--- config.mk ---
export PLATFORM = sky130hd
export DESIGN_NAME = puf_harvester
export DESIGN_NICKNAME = d
export VERILOG_FILES = /design/src/rtl/puf_harvester.sv
export SDC_FILE = /design/constraint.sdc
export NUM_CORES = 1
export LEC_CHECK = 0
export CAP_MARGIN = 20
export CORE_AREA = 4 4 209 211
export CTS_CLUSTER_DIAMETER = 40
export DETAILED_ROUTE_END_ITERATION = 12
export DIE_AREA = 0 0 213 215
export PLACE_DENSITY = 0.74
export SYNTH_ARGS = -nofsm -noshare
export SYNTH_HDL_FRONTEND = slang
export SYNTH_SLANG_ARGS = --single-unit
--- constraint.sdc ---
create_clock -name clk -period 4.6 [get_ports clk]
set_clock_uncertainty 0.2 [all_clocks]
set_input_delay 0.92 -clock clk [delete_from_list [all_inputs] [get_ports clk]]
set_output_delay 0.92 -clock clk [all_outputs]
set_load 0.01 [all_outputs]
--- src/rtl/puf_harvester.sv ---
// Purpose: steps a challenge source, fires NCH arbiter PUFs, packs response bits into WORD_W-bit words for a capture RAM.
// Latency: one evaluation = 2*SETTLE+4 cycles; one word = (WORD_W/NCH)*(2*SETTLE+4)+1 cycles (majority-vote build: 2+SETTLE+VOTES*(SETTLE+2) per evaluation).
// Backpressure: none; the capture RAM must accept every mem_wr strobe, and the block stops by itself once the last address is written.
//
// Ports:
//   clk, rst_n          clock, synchronous active-low reset
//   start, sel          run request (level, sampled in IDLE) and challenge select (1 = chal_cst)
//   chal_cst, chal_lfsr constant challenge / LFSR stage output
//   lfsr_en             one-cycle LFSR step strobe
//   challenge           registered challenge to the PUF array, frozen while an evaluation is in flight
//   puf_en              one-cycle PUF launch pulse
//   response            PUF outputs, bit i = channel i
//   mem_addr/data/wr    capture RAM write port (mem_addr idles at all ones so the first write lands on 0)
//   busy, done          busy in every state except IDLE; done from the last-address write until restart
//
// Optional feature: define PUF_HARV_VOTE_EN to evaluate each challenge VOTES times and store the
// per-channel majority. Without it each sample is stored directly and no vote counters exist.

module puf_harvester #(
  parameter int CHAL_W = 128,
  parameter int NCH    = 1,
  parameter int WORD_W = 128,
  parameter int ADDR_W = 13,
  parameter int SETTLE = 32,
  parameter int VOTES  = 3
) (
  input  logic              clk,
  input  logic              rst_n,
  input  logic              start,
  input  logic              sel,
  input  logic [CHAL_W-1:0] chal_cst,
  input  logic [CHAL_W-1:0] chal_lfsr,
  output logic              lfsr_en,
  output logic [CHAL_W-1:0] challenge,
  output logic              puf_en,
  input  logic [NCH-1:0]    response,
  output logic [ADDR_W-1:0] mem_addr,
  output logic [WORD_W-1:0] mem_data,
  output logic              mem_wr,
  output logic              busy,
  output logic              done
);

  localparam int BITS = WORD_W / NCH;                     // evaluations per word
  localparam int BC_W = (BITS > 1) ? $clog2(BITS) : 1;
  localparam int WC_W = (SETTLE > 1) ? $clog2(SETTLE) : 1;

  localparam logic [BC_W-1:0]   BC_LAST   = BC_W'(BITS - 1);
  localparam logic [WC_W-1:0]   WC_LAST   = WC_W'(SETTLE - 1);
  localparam logic [ADDR_W-1:0] ADDR_LAST = {ADDR_W{1'b1}};

  if ((WORD_W % NCH) != 0 || SETTLE < 1 || (VOTES % 2) == 0) begin : g_bad_params
    $error("puf_harvester: WORD_W must be a multiple of NCH, SETTLE >= 1 and VOTES odd");
  end

  typedef enum logic [2:0] {
    IDLE,
    LFSR_STEP,
    LFSR_WAIT,
    PUF_FIRE,
    PUF_WAIT,
    SAMPLE,
    WORD_CHK,
    MEM_WRITE
  } state_t;

  state_t            state;
  logic [BC_W-1:0]   bit_cnt;
  logic [WC_W-1:0]   wait_cnt;
  logic [WORD_W-1:0] word;
  logic              stop;
  logic              sel_q;

  // Bits shifted into the word after an evaluation, and whether this SAMPLE
  // closes the evaluation of the current challenge.
  logic [NCH-1:0]    sample_bits;
  logic              last_vote;
  logic [WORD_W-1:0] word_shift;

  // Keeps the low WORD_W bits of {word, sample_bits}; also correct when NCH == WORD_W.
  assign word_shift = WORD_W'({word, sample_bits});

  // Challenge must not move between launch and capture of the PUF race.
  logic hold_chal;
  assign hold_chal = (state == PUF_FIRE) || (state == PUF_WAIT) || (state == SAMPLE);

`ifdef PUF_HARV_VOTE_EN
  localparam int OC_W = $clog2(VOTES + 1);
  localparam int VC_W = (VOTES > 1) ? $clog2(VOTES) : 1;
  localparam logic [VC_W-1:0] VC_LAST = VC_W'(VOTES - 1);

  logic [OC_W-1:0] ones     [NCH];
  logic [OC_W-1:0] ones_inc [NCH];
  logic [VC_W-1:0] vote_cnt;

  // Majority includes the sample being taken right now.
  always_comb begin
    for (int i = 0; i < NCH; i++) begin
      ones_inc[i]    = ones[i] + OC_W'(response[i]);
      sample_bits[i] = (ones_inc[i] > OC_W'(VOTES / 2));
    end
  end

  assign last_vote = (vote_cnt == VC_LAST);

  always_ff @(posedge clk) begin
    if (!rst_n || state == LFSR_STEP) begin
      vote_cnt <= '0;
      for (int i = 0; i < NCH; i++) ones[i] <= '0;
    end else if (state == SAMPLE) begin
      vote_cnt <= vote_cnt + 1'b1;
      for (int i = 0; i < NCH; i++) ones[i] <= ones_inc[i];
    end
  end
`else
  assign last_vote   = 1'b1;
  assign sample_bits = response;
`endif

  // Single FSM; strobes are registered, so they are raised on the edge that
  // enters the state they belong to and dropped by the default below.
  always_ff @(posedge clk) begin
    if (!rst_n) begin
      state     <= IDLE;
      bit_cnt   <= '0;
      wait_cnt  <= '0;
      word      <= '0;
      stop      <= 1'b0;
      sel_q     <= 1'b0;
      lfsr_en   <= 1'b0;
      puf_en    <= 1'b0;
      mem_wr    <= 1'b0;
      challenge <= '0;
      mem_addr  <= ADDR_LAST;
      mem_data  <= '0;
      busy      <= 1'b0;
      done      <= 1'b0;
    end else begin
      lfsr_en <= 1'b0;
      puf_en  <= 1'b0;
      mem_wr  <= 1'b0;

      if (!hold_chal) begin
        challenge <= sel_q ? chal_cst : chal_lfsr;
      end

      case (state)
        IDLE: begin
          if (!start) begin
            // A restart needs start to drop at least once after completion.
            stop <= 1'b0;
            done <= 1'b0;
          end else if (!stop) begin
            bit_cnt <= BC_LAST;
            sel_q   <= sel;
            busy    <= 1'b1;
            lfsr_en <= 1'b1;
            state   <= LFSR_STEP;
          end
        end

        LFSR_STEP: begin
          wait_cnt <= WC_LAST;
          state    <= LFSR_WAIT;
        end

        LFSR_WAIT: begin
          if (wait_cnt == '0) begin
            puf_en <= 1'b1;
            state  <= PUF_FIRE;
          end else begin
            wait_cnt <= wait_cnt - 1'b1;
          end
        end

        PUF_FIRE: begin
          wait_cnt <= WC_LAST;
          state    <= PUF_WAIT;
        end

        PUF_WAIT: begin
          if (wait_cnt == '0) begin
            state <= SAMPLE;
          end else begin
            wait_cnt <= wait_cnt - 1'b1;
          end
        end

        SAMPLE: begin
          if (last_vote) begin
            word  <= word_shift;
            state <= WORD_CHK;
          end else begin
            // Re-fire the same challenge; no LFSR step between votes.
            puf_en <= 1'b1;
            state  <= PUF_FIRE;
          end
        end

        WORD_CHK: begin
          if (bit_cnt != '0) begin
            bit_cnt <= bit_cnt - 1'b1;
            lfsr_en <= 1'b1;
            state   <= LFSR_STEP;
          end else begin
            mem_data <= word;
            mem_addr <= mem_addr + 1'b1;
            mem_wr   <= 1'b1;
            state    <= MEM_WRITE;
          end
        end

        MEM_WRITE: begin
          if (mem_addr == ADDR_LAST) begin
            stop  <= 1'b1;
            done  <= 1'b1;
            busy  <= 1'b0;
            state <= IDLE;
          end else begin
            bit_cnt <= BC_LAST;
            lfsr_en <= 1'b1;
            state   <= LFSR_STEP;
          end
        end

        default: begin
          busy  <= 1'b0;
          state <= IDLE;
        end
      endcase
    end
  end

endmodule

== Word-level counts from Yosys, hierarchy flattened ==
Index checks and enable logic that the tools add are counted.

* Flip-flop bits (word level): 418
* Word-level logic and storage cells: 83

* Bitwise gates (word level): 2
* Equality and inequality tests: 17
* Reductions and logical operators: 19
* Add/subtract/negate cells: 3
* Multiplexer cells: 29

{| class="wikitable"
|+ Operator list
! kind !! number
|-
| 128-bit two-way mux || 1
|-
| 7-bit two-way mux || 4
|-
| 3-bit case mux with 8 select lines || 1
|-
| 7-bit case mux with 3 select lines || 1
|-
| 2-bit != test (second input constant) || 8
|-
| 3-bit two-way mux || 5
|-
| 13-bit by 1-bit adder with 13-bit output (second input constant) || 1
|-
| 13-bit == test (second input constant) || 1
|-
| 3-bit == test (second input constant) || 4
|-
| 1-bit two-way mux || 12
|-
| 5-bit case mux with 2 select lines || 1
|-
| 2-bit AND reduction || 4
|-
| 4-bit AND reduction || 2
|-
| 7-bit nonzero test || 1
|-
| 7-bit by 1-bit subtractor with 7-bit output (second input constant) || 1
|-
| 3-bit by 2-bit == test with 1-bit output (second input constant) || 2
|-
| 3-bit AND reduction || 2
|-
| 5-bit zero test || 1
|-
| 5-bit two-way mux || 1
|-
| 5-bit AND reduction || 1
|-
| 5-bit by 1-bit subtractor with 5-bit output (second input constant) || 1
|-
| 1-bit case mux with 2 select lines || 2
|-
| 2-bit nonzero test || 2
|-
| 2-bit OR reduction || 2
|-
| 7 further kinds || 9
|}

== Logic depth before layout (Yosys ltp) ==
Gate-level depths: netlist of run 1.

* Word-level depth: 4
* Depth in mapped cells: 9
* Mapped depth without buffers: 6

== Least setup slack after synthesis of run 1 ==
OpenSTA, ideal clock, no wires.

* Kind: input-to-reg
* Start: in rst_n
* End: reg mem_data[100]
* Data required time: 4268 ps
* Path buffers: 3
* Arrival time: 1838 ps
* Library setup time: 132 ps
* Slack: 2430 ps
* Stages on the path: 5
* Path through: clkbuf_1 > inv_2 > clkbuf_1 > clkbuf_1 > a21oi_1

{| class="wikitable"
|+ RTL lines
! what !! line !! RTL
|-
| from (decl) || 28 || <nowiki>input logic rst_n,</nowiki>
|-
| to (signal assigned) || 206 || <nowiki>mem_data <= word;</nowiki>
|-
| to (decl) || 38 || <nowiki>output logic [WORD_W-1:0] mem_data,</nowiki>
|}

No word-level cell between the ends.

== Worst setup path after layout of run 1 ==
* Start: reg state[2]
* End: reg mem_addr[8]

* Cells in the longest elaborated chain, start to end: 2

{| class="wikitable"
|+ Ends and longest elaborated chain
! what !! line !! RTL
|-
| from (decl) || 67 || <nowiki>state_t state;</nowiki>
|-
| from (signal assigned) || 124 || <nowiki>state <= IDLE;</nowiki>
|-
| from (signal assigned) || 158 || <nowiki>state <= LFSR_STEP;</nowiki>
|-
| from (signal assigned) || 164 || <nowiki>state <= LFSR_WAIT;</nowiki>
|-
| 3-bit == test || 147 || <nowiki>case (state)</nowiki>
|-
| 2-bit AND reduction (no line) || n/a ||
|-
| to (signal assigned) || 207 || <nowiki>mem_addr <= mem_addr + 1'b1;</nowiki>
|-
| to (decl) || 37 || <nowiki>output logic [ADDR_W-1:0] mem_addr,</nowiki>
|}

Every way passes these cells.
A chain may end at the register's enable or synchronous reset.

==> impl.org, run 1 <==
** Critical path
- Worst reg2reg path endpoint :: mem_addr[8]
- Worst Path Required :: between 4000 and 5000 ps
- Setup slack of the worst register-to-register path :: approximately 1700 ps
- Counting cells, the worst reg-to-reg path comes to 5.
- Cell-by-cell listing of the critical path :: and3b_1 -> nand3_4 -> buf_4 -> o21ai_0 -> nand3_1
- Startpoint type of the worst setup path :: flip-flop
- STA classifies the critical path endpoint as a flip-flop.
- The slowest stage of the critical path is the sky130_fd_sc_hd__dfxtp_1 cell.
- Maximum net fanout on the critical path :: 61
- The worst register-to-register path begins at state[2].
- The setup path with the least slack is of type flip-flop to flip-flop.
- Worst stage delay on the critical path :: between 700 and 800 ps
- Arrival time worst endpoint :: ~3100 ps

** Timing
- Derived from the worst setup path, the maximum achievable clock frequency is between 0.3 and 0.4 GHz.
- In the final timing run, aggregate negative setup slack is 0 ps.
- Post-layout minimum cycle time :: between 2000 and 3000 ps
- At the pin with the least slew margin, the transition time is 856.3 ps.
- The count of final max-slew check failures came to 0.
- Setup violations remaining at the end of the flow were counted as 0.
- Unrepaired setup endpoints after global routing :: false
- The total count of hold-check failures in the final report was 0.
- Ratio of final minimum period to clock period :: 63.17%
- The worst pin sits at a relative slew slack of between 40 and 50%.

** Floorplan
- The die is roughly 210 um wide.
- Initial core utilization :: between 30% and 40%
- Core region area :: roughly 0.042 mm2
- The die covers 0.04580 mm2.
- After floorplanning, the core was divided into 75 placement rows.
- Overall die height :: about 220 um
- Ports placed on the boundary :: 535

** Layout
- For this run, the number of standard cells in the final layout without fillers is just under 3,000.
- The post-route netlist has 5.429% of its cells at a drive strength greater than 1.
- Number of nets in the layout :: about 2,600
- The layout has roughly 3,700 filler cells.
- From synthesis to final layout, the design area changed by 46.21%.
- Post-route standard cell area excluding fillers :: between 0.02 and 0.025 mm2

** Route
- DR vias :: 14,790
- Summed over all layers, the routed wires come to 55.10 mm.
- After detailed routing, the number of vias per cell comes to approximately 5.1.
- After detailed routing, the number of remaining DRC violations is 0.
- Wire length per cell :: 18.87 um
- Initial DRT Pass Iterations :: 6
- In this run, the number of DRC markers left after iteration 0 of detailed routing was roughly 1,000.
- Number of antenna-violating nets in the routed design :: 0

** Min path
- The worst hold path terminates at mem_data[115].
- Worst Hold Launch :: mem_data[115]
- The worst hold path passes through 2 cells.
- In this run the worst hold path is classified as flip-flop to flip-flop.

** Status
- Outcome :: finished, final reports clean

** Clock tree
- CTS tree :: yes
- Once the clock tree was built, the resizer swapped 0 gates to a different size.
- Number of buffers added to fix hold violations after cts :: 0
- The tree is rooted in a sky130_fd_sc_hd__clkbuf_16.
- After clock tree synthesis, the clock-pin slew on the worst setup and hold paths is roughly 60 ps.
- Post-CTS setup-driven buffer insertion count :: 0
- The clock reaches the later pin of the worst-skew pair after 570 ps.
- CTS built an H-tree with a depth of 2.
- TritonCTS sink count :: between 400 and 500
- Buffers inserted during clock tree synthesis total 49.
- Clk buf depth :: 3

** Placed design
- Final weighted congestion in routability-driven placement :: about 0.9
- HPWL after detailed placement :: around 42 mm
- Dpl cell area :: ~0.022 mm2
- Buffers placed on the I/O ports in this run total ~530.
- The number of placed instances, taps included, is approximately 2,800.

** Global routing
- Aggregate global-route resource usage :: 22.86%
- Initial antenna violation count :: 17
- Sum of overflow across all layers after global routing :: 0
- Vias in the first global route :: approximately 14,000
- Maximum number of pins on one net before global-route repair :: around 130
- The first global-routing pass estimated approximately 80 mm of wire.

** Pwr
- PD cells :: 379.0 mW/mm2
- Final total power :: 0.008854 W
- VDD sags by at most roughly 0.26 mV.
- Lkg Pwr :: slightly above 8 nW

** Synth
- Of the synthesized area, sequential elements account for a little over half.
- Average cell area after synthesis :: ~8.5 um2
- The number of nets in the synthesized netlist is between 2,000 and 2,500.
- Unique cell type count in the Yosys netlist :: 52
- After synthesis the netlist holds a flip-flop and latch count of around 420.
- Synth Flop Type :: sky130_fd_sc_hd__dfxtp_1
- EDFF count, synth :: 0
- During synthesis, Yosys emitted a total of 0 warnings.
- Post-Syn Area :: ~0.016 mm2
- Counting every instance in the synthesized netlist gives 1,876.
- Of all flip-flops after synthesis, the portion carrying an async set or reset was 0%.

** Run
- MaxCap Viol Count :: 0
-- placed cells by master (no fill, tap or decap), types with 10 or more instances in the layout --
cell | synthesis | routed
sky130_fd_sc_hd__dfxtp_1 | 418 | 417
sky130_fd_sc_hd__nor2_1 | 138 | 138
sky130_fd_sc_hd__buf_4 | 1 | 18
sky130_fd_sc_hd__buf_12 | 0 | 10
sky130_fd_sc_hd__a21oi_1 | 265 | 265
sky130_fd_sc_hd__clkbuf_16 | 0 | 49
sky130_fd_sc_hd__nand2_1 | 529 | 528
sky130_fd_sc_hd__nand3_1 | 18 | 17
sky130_fd_sc_hd__inv_1 | 10 | 10
sky130_fd_sc_hd__a211oi_1 | 132 | 132
sky130_fd_sc_hd__clkdlybuf4s50_1 | 0 | 534
sky130_fd_sc_hd__mux2i_1 | 130 | 129
-- cell families (layout without fill, tap and decap cells) --
logic type | count (synthesis) | in the layout | share of synthesized area (%)
xor+xnor | 4 | 4 | 0.2193
buf+inv | 162 | 662 | 4.604
other cells | 0 | 5 | 0
flops | 418 | 418 | 52.37
fa+ha+maj | 4 | 4 | 0.3132
mux | 131 | 131 | 8.214
compound gates | 422 | 422 | 15.72
simple gates | 735 | 735 | 18.56
-- critical path: cells and delay by family (launching register included) --
| family | cells | cell delay, ps |
|---|---|---|
| AO/OA/AOI/OAI | 1 | 240 |
| buffers and inverters | 1 | 520 |
| flip-flops | 1 | 710 |
| AND/OR/NAND/NOR | 3 | 1090 |
-- layer usage --
layer / vias up / global-route usage, % / share of wire, % / wire length (um)
li1: 7298 / - / - / -
met1: 6838 / 25.80 / 38 / 20740
met2: 515 / 39.51 / 50 / 27530
met3: 116 / 5.936 / 6.9 / 3775
met4: 18 / 11.75 / 5.3 / 2930
met5: - / 0 / 0.21 / 117
-- final cells by class --
class                      count  area [um2]  area share, %
timing repair buffer         562        5680          24.31
clock buffer                  60        1328          5.682
clock inverter                29       331.6          1.419
multi-input combinational   1296        6915          29.60
tap                          539       674.4          2.887
inverter                      11       48.80         0.2089
sequential                   418        8372          35.83
antenna                        5       12.51        0.05356
-- sequential cells by signal, indices dropped and copies added (netlist names), 3 cells and up --
signal / count
state: 3
mem_addr: 13
mem_data: 128
wait_cnt: 5
word: 128
bit_cnt: 7
challenge: 128
-- through the flow --
stage                     util (%)  hold WS, ps  setup slack, ps
after floorplan                  -        232.1             2430
after CTS                    55.87        255.0             1629
after detailed placement     51.90        247.8             1604
after global routing         55.95        269.6             1428
after global placement       51.90        244.2             1625
final                        55.95        255.6             1694
-- Yosys cell counts (6+ instances only) --
library cell | number | area (um2)
sky130_fd_sc_hd__o21ai_0 | 8 | 40.04
sky130_fd_sc_hd__and3_1 | 7 | 43.79
sky130_fd_sc_hd__a21oi_1 | 265 | 1326
sky130_fd_sc_hd__dfxtp_1 | 418 | 8368
sky130_fd_sc_hd__buf_2 | 33 | 165.2
sky130_fd_sc_hd__or3_1 | 6 | 37.54
sky130_fd_sc_hd__nand2_1 | 529 | 1986
sky130_fd_sc_hd__inv_1 | 10 | 37.54
sky130_fd_sc_hd__nand3_1 | 18 | 90.09
sky130_fd_sc_hd__buf_6 | 11 | 123.9
sky130_fd_sc_hd__nor2_1 | 138 | 518.0
sky130_fd_sc_hd__nand4_1 | 7 | 43.79
sky130_fd_sc_hd__clkbuf_1 | 96 | 360.4
sky130_fd_sc_hd__buf_1 | 10 | 37.54
sky130_fd_sc_hd__mux2i_1 | 130 | 1301
sky130_fd_sc_hd__a211oi_1 | 132 | 991.0
-- how the worst max path moves through the flow --
stage / startpoint / to / cells after the start
after global placement: rst_n / challenge[43] / 5
final: state[2] / mem_addr[8] / 5
after floorplan: rst_n / mem_data[100] / 5
after global routing: state[2] / mem_addr[10] / 5
after detailed placement: rst_n / mem_data[51] / 5
after CTS: state[2] / challenge[127] / 5
-- power breakdown --
group	switching [W]	internal [W]
logic	0.000514	0.000589
registers	0.0000916	0.00376
clock network	0.00159	0.00231
(Power assumes the default switching activity.)
==> inputs of run 2 (changes only) <==
--- a/config.mk
+++ b/config.mk
@@ -6,11 +6,11 @@
 export NUM_CORES = 1
 export LEC_CHECK = 0
 export CAP_MARGIN = 20
-export CORE_AREA = 4 4 209 211
+export CORE_AREA = 4 4 203 205
 export CTS_CLUSTER_DIAMETER = 40
 export DETAILED_ROUTE_END_ITERATION = 12
-export DIE_AREA = 0 0 213 215
-export PLACE_DENSITY = 0.74
+export DIE_AREA = 0 0 207 209
+export PLACE_DENSITY = 0.77
 export SYNTH_ARGS = -nofsm -noshare
 export SYNTH_HDL_FRONTEND = slang
 export SYNTH_SLANG_ARGS = --single-unit
==> constraint.sdc (replaced) <==
create_clock -name clk -period 2.9 [get_ports clk]
set_clock_uncertainty 0.2 [all_clocks]
set_input_delay 0.58 -clock clk [delete_from_list [all_inputs] [get_ports clk]]
set_output_delay 0.58 -clock clk [all_outputs]
set_load 0.01 [all_outputs]
==> impl.org, run 2 (same netlist as run 1, synthesis figures left out) <==
** Clock tree
- Number of gates resized after cts :: 0
- Clock transition at path regs :: 60 ps
- H-tree depth reported by CTS :: 2
- TritonCTS built the clock tree.
- Clk buf depth :: 3
- Number of buffers added to fix hold violations after cts :: 0
- TritonCTS sink count :: 418
- Post-CTS setup-driven buffer insertion count :: 0
- Cell at the root of the clock tree :: sky130_fd_sc_hd__clkbuf_16
- At the later pin of the worst-skew pair, clock insertion delay measures 580 ps.
- Num CTS Buffers :: 53

** Route
- Wire length per cell :: approximately 19 um
- In the routed design, unresolved DRC markers number 0.
- Initial DRT Pass Iterations :: 7
- Vias per inst :: 5.058
- Number of antenna-violating nets in the routed design :: 0
- Iteration-0 DRC count of the detailed router :: a little over 900
- The final route contains about 15,000 vias.
- Final WL :: 54.39 mm

** Layout
- Relative to the synthesized area, the layout overhead comes to 47.44%.
- Most common cell after layout, fill and taps aside :: sky130_fd_sc_hd__clkdlybuf4s50_1
- Proportion of layout cells with a drive suffix above 1 :: under 10%
- Number of filler instances in the final layout :: 3,354
- The top cell types in the final layout, fill and taps aside, are sky130_fd_sc_hd__clkdlybuf4s50_1 (534), sky130_fd_sc_hd__nand2_1 (528), sky130_fd_sc_hd__dfxtp_1 (417).
- The largest registers in the layout are challenge (128), mem_data (128), word (128).
- Number of nets in the layout :: 2,608
- Post-route standard cell area excluding fillers :: about 0.024 mm2

** Global routing
- Wire length of the first global-routing pass :: about 81 mm
- The initial antenna violation count came to 12.
- Most heavily used metal layer in global routing :: met2
- In the global route stage, overall resource usage came out at approximately a quarter.
- For met1 alone, demand over resource in global routing was 26.39%.
- The via count of the first global-routing pass is around 14,000.
- Summed over all layers, the global routing overflow is 0.
- GR Layer Usage met3 :: around 5.2%
- Met2 usage :: roughly two fifths
- Entering global routing, the biggest net connects about 160 pins.

** Critical path
- The worst register-to-register path has a setup slack of 380 ps.
- The worst setup path is captured at a flip-flop.
- Beginning of the worst register-to-register path :: state[2]
- Worst Path Required :: roughly 3200 ps
- Of all nets on the critical path, the largest fanout is 57.
- Arrival time worst endpoint :: between 2000 and 3000 ps
- CP startpoint :: state[2]
- The critical path in this run is classified as flip-flop to flip-flop.
- The worst setup path is launched from a flip-flop.
- Depth of the worst register-to-register path :: 5

** Min path
- The worst hold path belongs to the class flip-flop to flip-flop.
- Worst Hold Launch :: mem_data[13]
- Along the worst hold path, the cell count comes to 2.

** Floorplan
- Ports placed on the boundary :: about 540
- The initialized floorplan defines 73 standard-cell rows.
- Core region area :: 0.03946 mm2
- The initial utilization of the core area, before any placement, comes to between 40% and 50%.
- Die footprint :: 0.04326 mm2
- Overall die height :: 209 um
- Die Span X :: roughly 210 um

** Pwr
- PD cells :: 613.5 mW/mm2
- VDD sags by at most a little over 0.4 mV.
- Lkg Pwr :: roughly 8.3 nW

** Placed design
- HPWL after detailed placement :: about 40 mm
- The congestion estimate from routability-driven global placement came to between 0.9 and 1.
- Summing all placed instances gives a cell area of 0.02173 mm2.
- Buffers placed on the I/O ports in this run total approximately 530.

** Timing
- Setup repair after global routing left no endpoint under its margin.
- The final critical path takes up 86.93% of the cycle.
- Worst slew pin tran :: 679.8 ps
- The count of final max-slew check failures is 0.
- After layout, the minimum clock period comes to 2521 ps.
- The total count of hold-check failures in the final report was 0.
- Maximum achievable frequency :: between 0.3 and 0.4 GHz
- Measured against its own limit, the worst slew margin works out to a little over half.
- Setup violations remaining at the end of the flow were counted as 0.
- Final-layout worst hold slack :: between 200 and 300 ps
- In the final timing run, aggregate negative setup slack is 0 ps.

** Status
- The flow ran to the end, and the final reports show no timing, DRC or antenna violations.

** Run
- MaxCap Viol Count :: 0
## run 2: changes by cell type in the layout (fill, tap and decap cells not counted), sizes merged
cell,before,now
diode,5,9
inv,18,27
buf,28,29
clkinv,16,6
clkinvlp,2,9
clkbuf,60,64
bufinv,4,3
## run 2: layout make-up
type / count / area [um2] / share of cell area, %
flip-flops and latches: 418 / 8372 / 35.54
multi-input cells: 1296 / 6915 / 29.35
repair buffers: 563 / 5738 / 24.36
clock buffers: 64 / 1440 / 6.113
well taps: 525 / 656.9 / 2.788
clock inverters: 34 / 365.4 / 1.551
inverters: 11 / 48.80 / 0.2071
diodes: 9 / 22.52 / 0.09560
## run 2: critical path, cell delays in order, from the launching register on
cell	delay, ps
sky130_fd_sc_hd__dfxtp_1	680
sky130_fd_sc_hd__and3b_1	500
sky130_fd_sc_hd__and3_4	480
sky130_fd_sc_hd__buf_12	300
sky130_fd_sc_hd__nand2_1	100
sky130_fd_sc_hd__a21oi_1	150
## run 2: routing by layer
layer / vias to the layer above / part of all wire [%]
met3: 126 / 6.0
met5: - / 0.026
met1: 6785 / 38
met2: 519 / 50
met4: 4 / 6.0
li1: 7336 / -
## run 2: report_power, final
group | switching [W] | internal, W
combinational | 0.000783 | 0.000935
sequential | 0.000155 | 0.00596
clock | 0.00271 | 0.00390
## run 2: final timing paths
check	endpoint
worst max register to register	mem_data[10]
worst min register to register	mem_data[13]
worst max-delay path	mem_data[10]
worst min-delay path	mem_data[13]
## run 2: through the flow
stage               std cells  setup slack (ps)  util [%]  total power (W)
floorplan                1876             967.7         -         0.006943
global placement         2813             515.5     55.07         0.007922
detailed placement       2813             422.2     55.07         0.007964
CTS                      2911             361.9     59.65          0.01458
global route             2919             210.1     59.70          0.01495
finish                   2920             379.0     59.71          0.01445
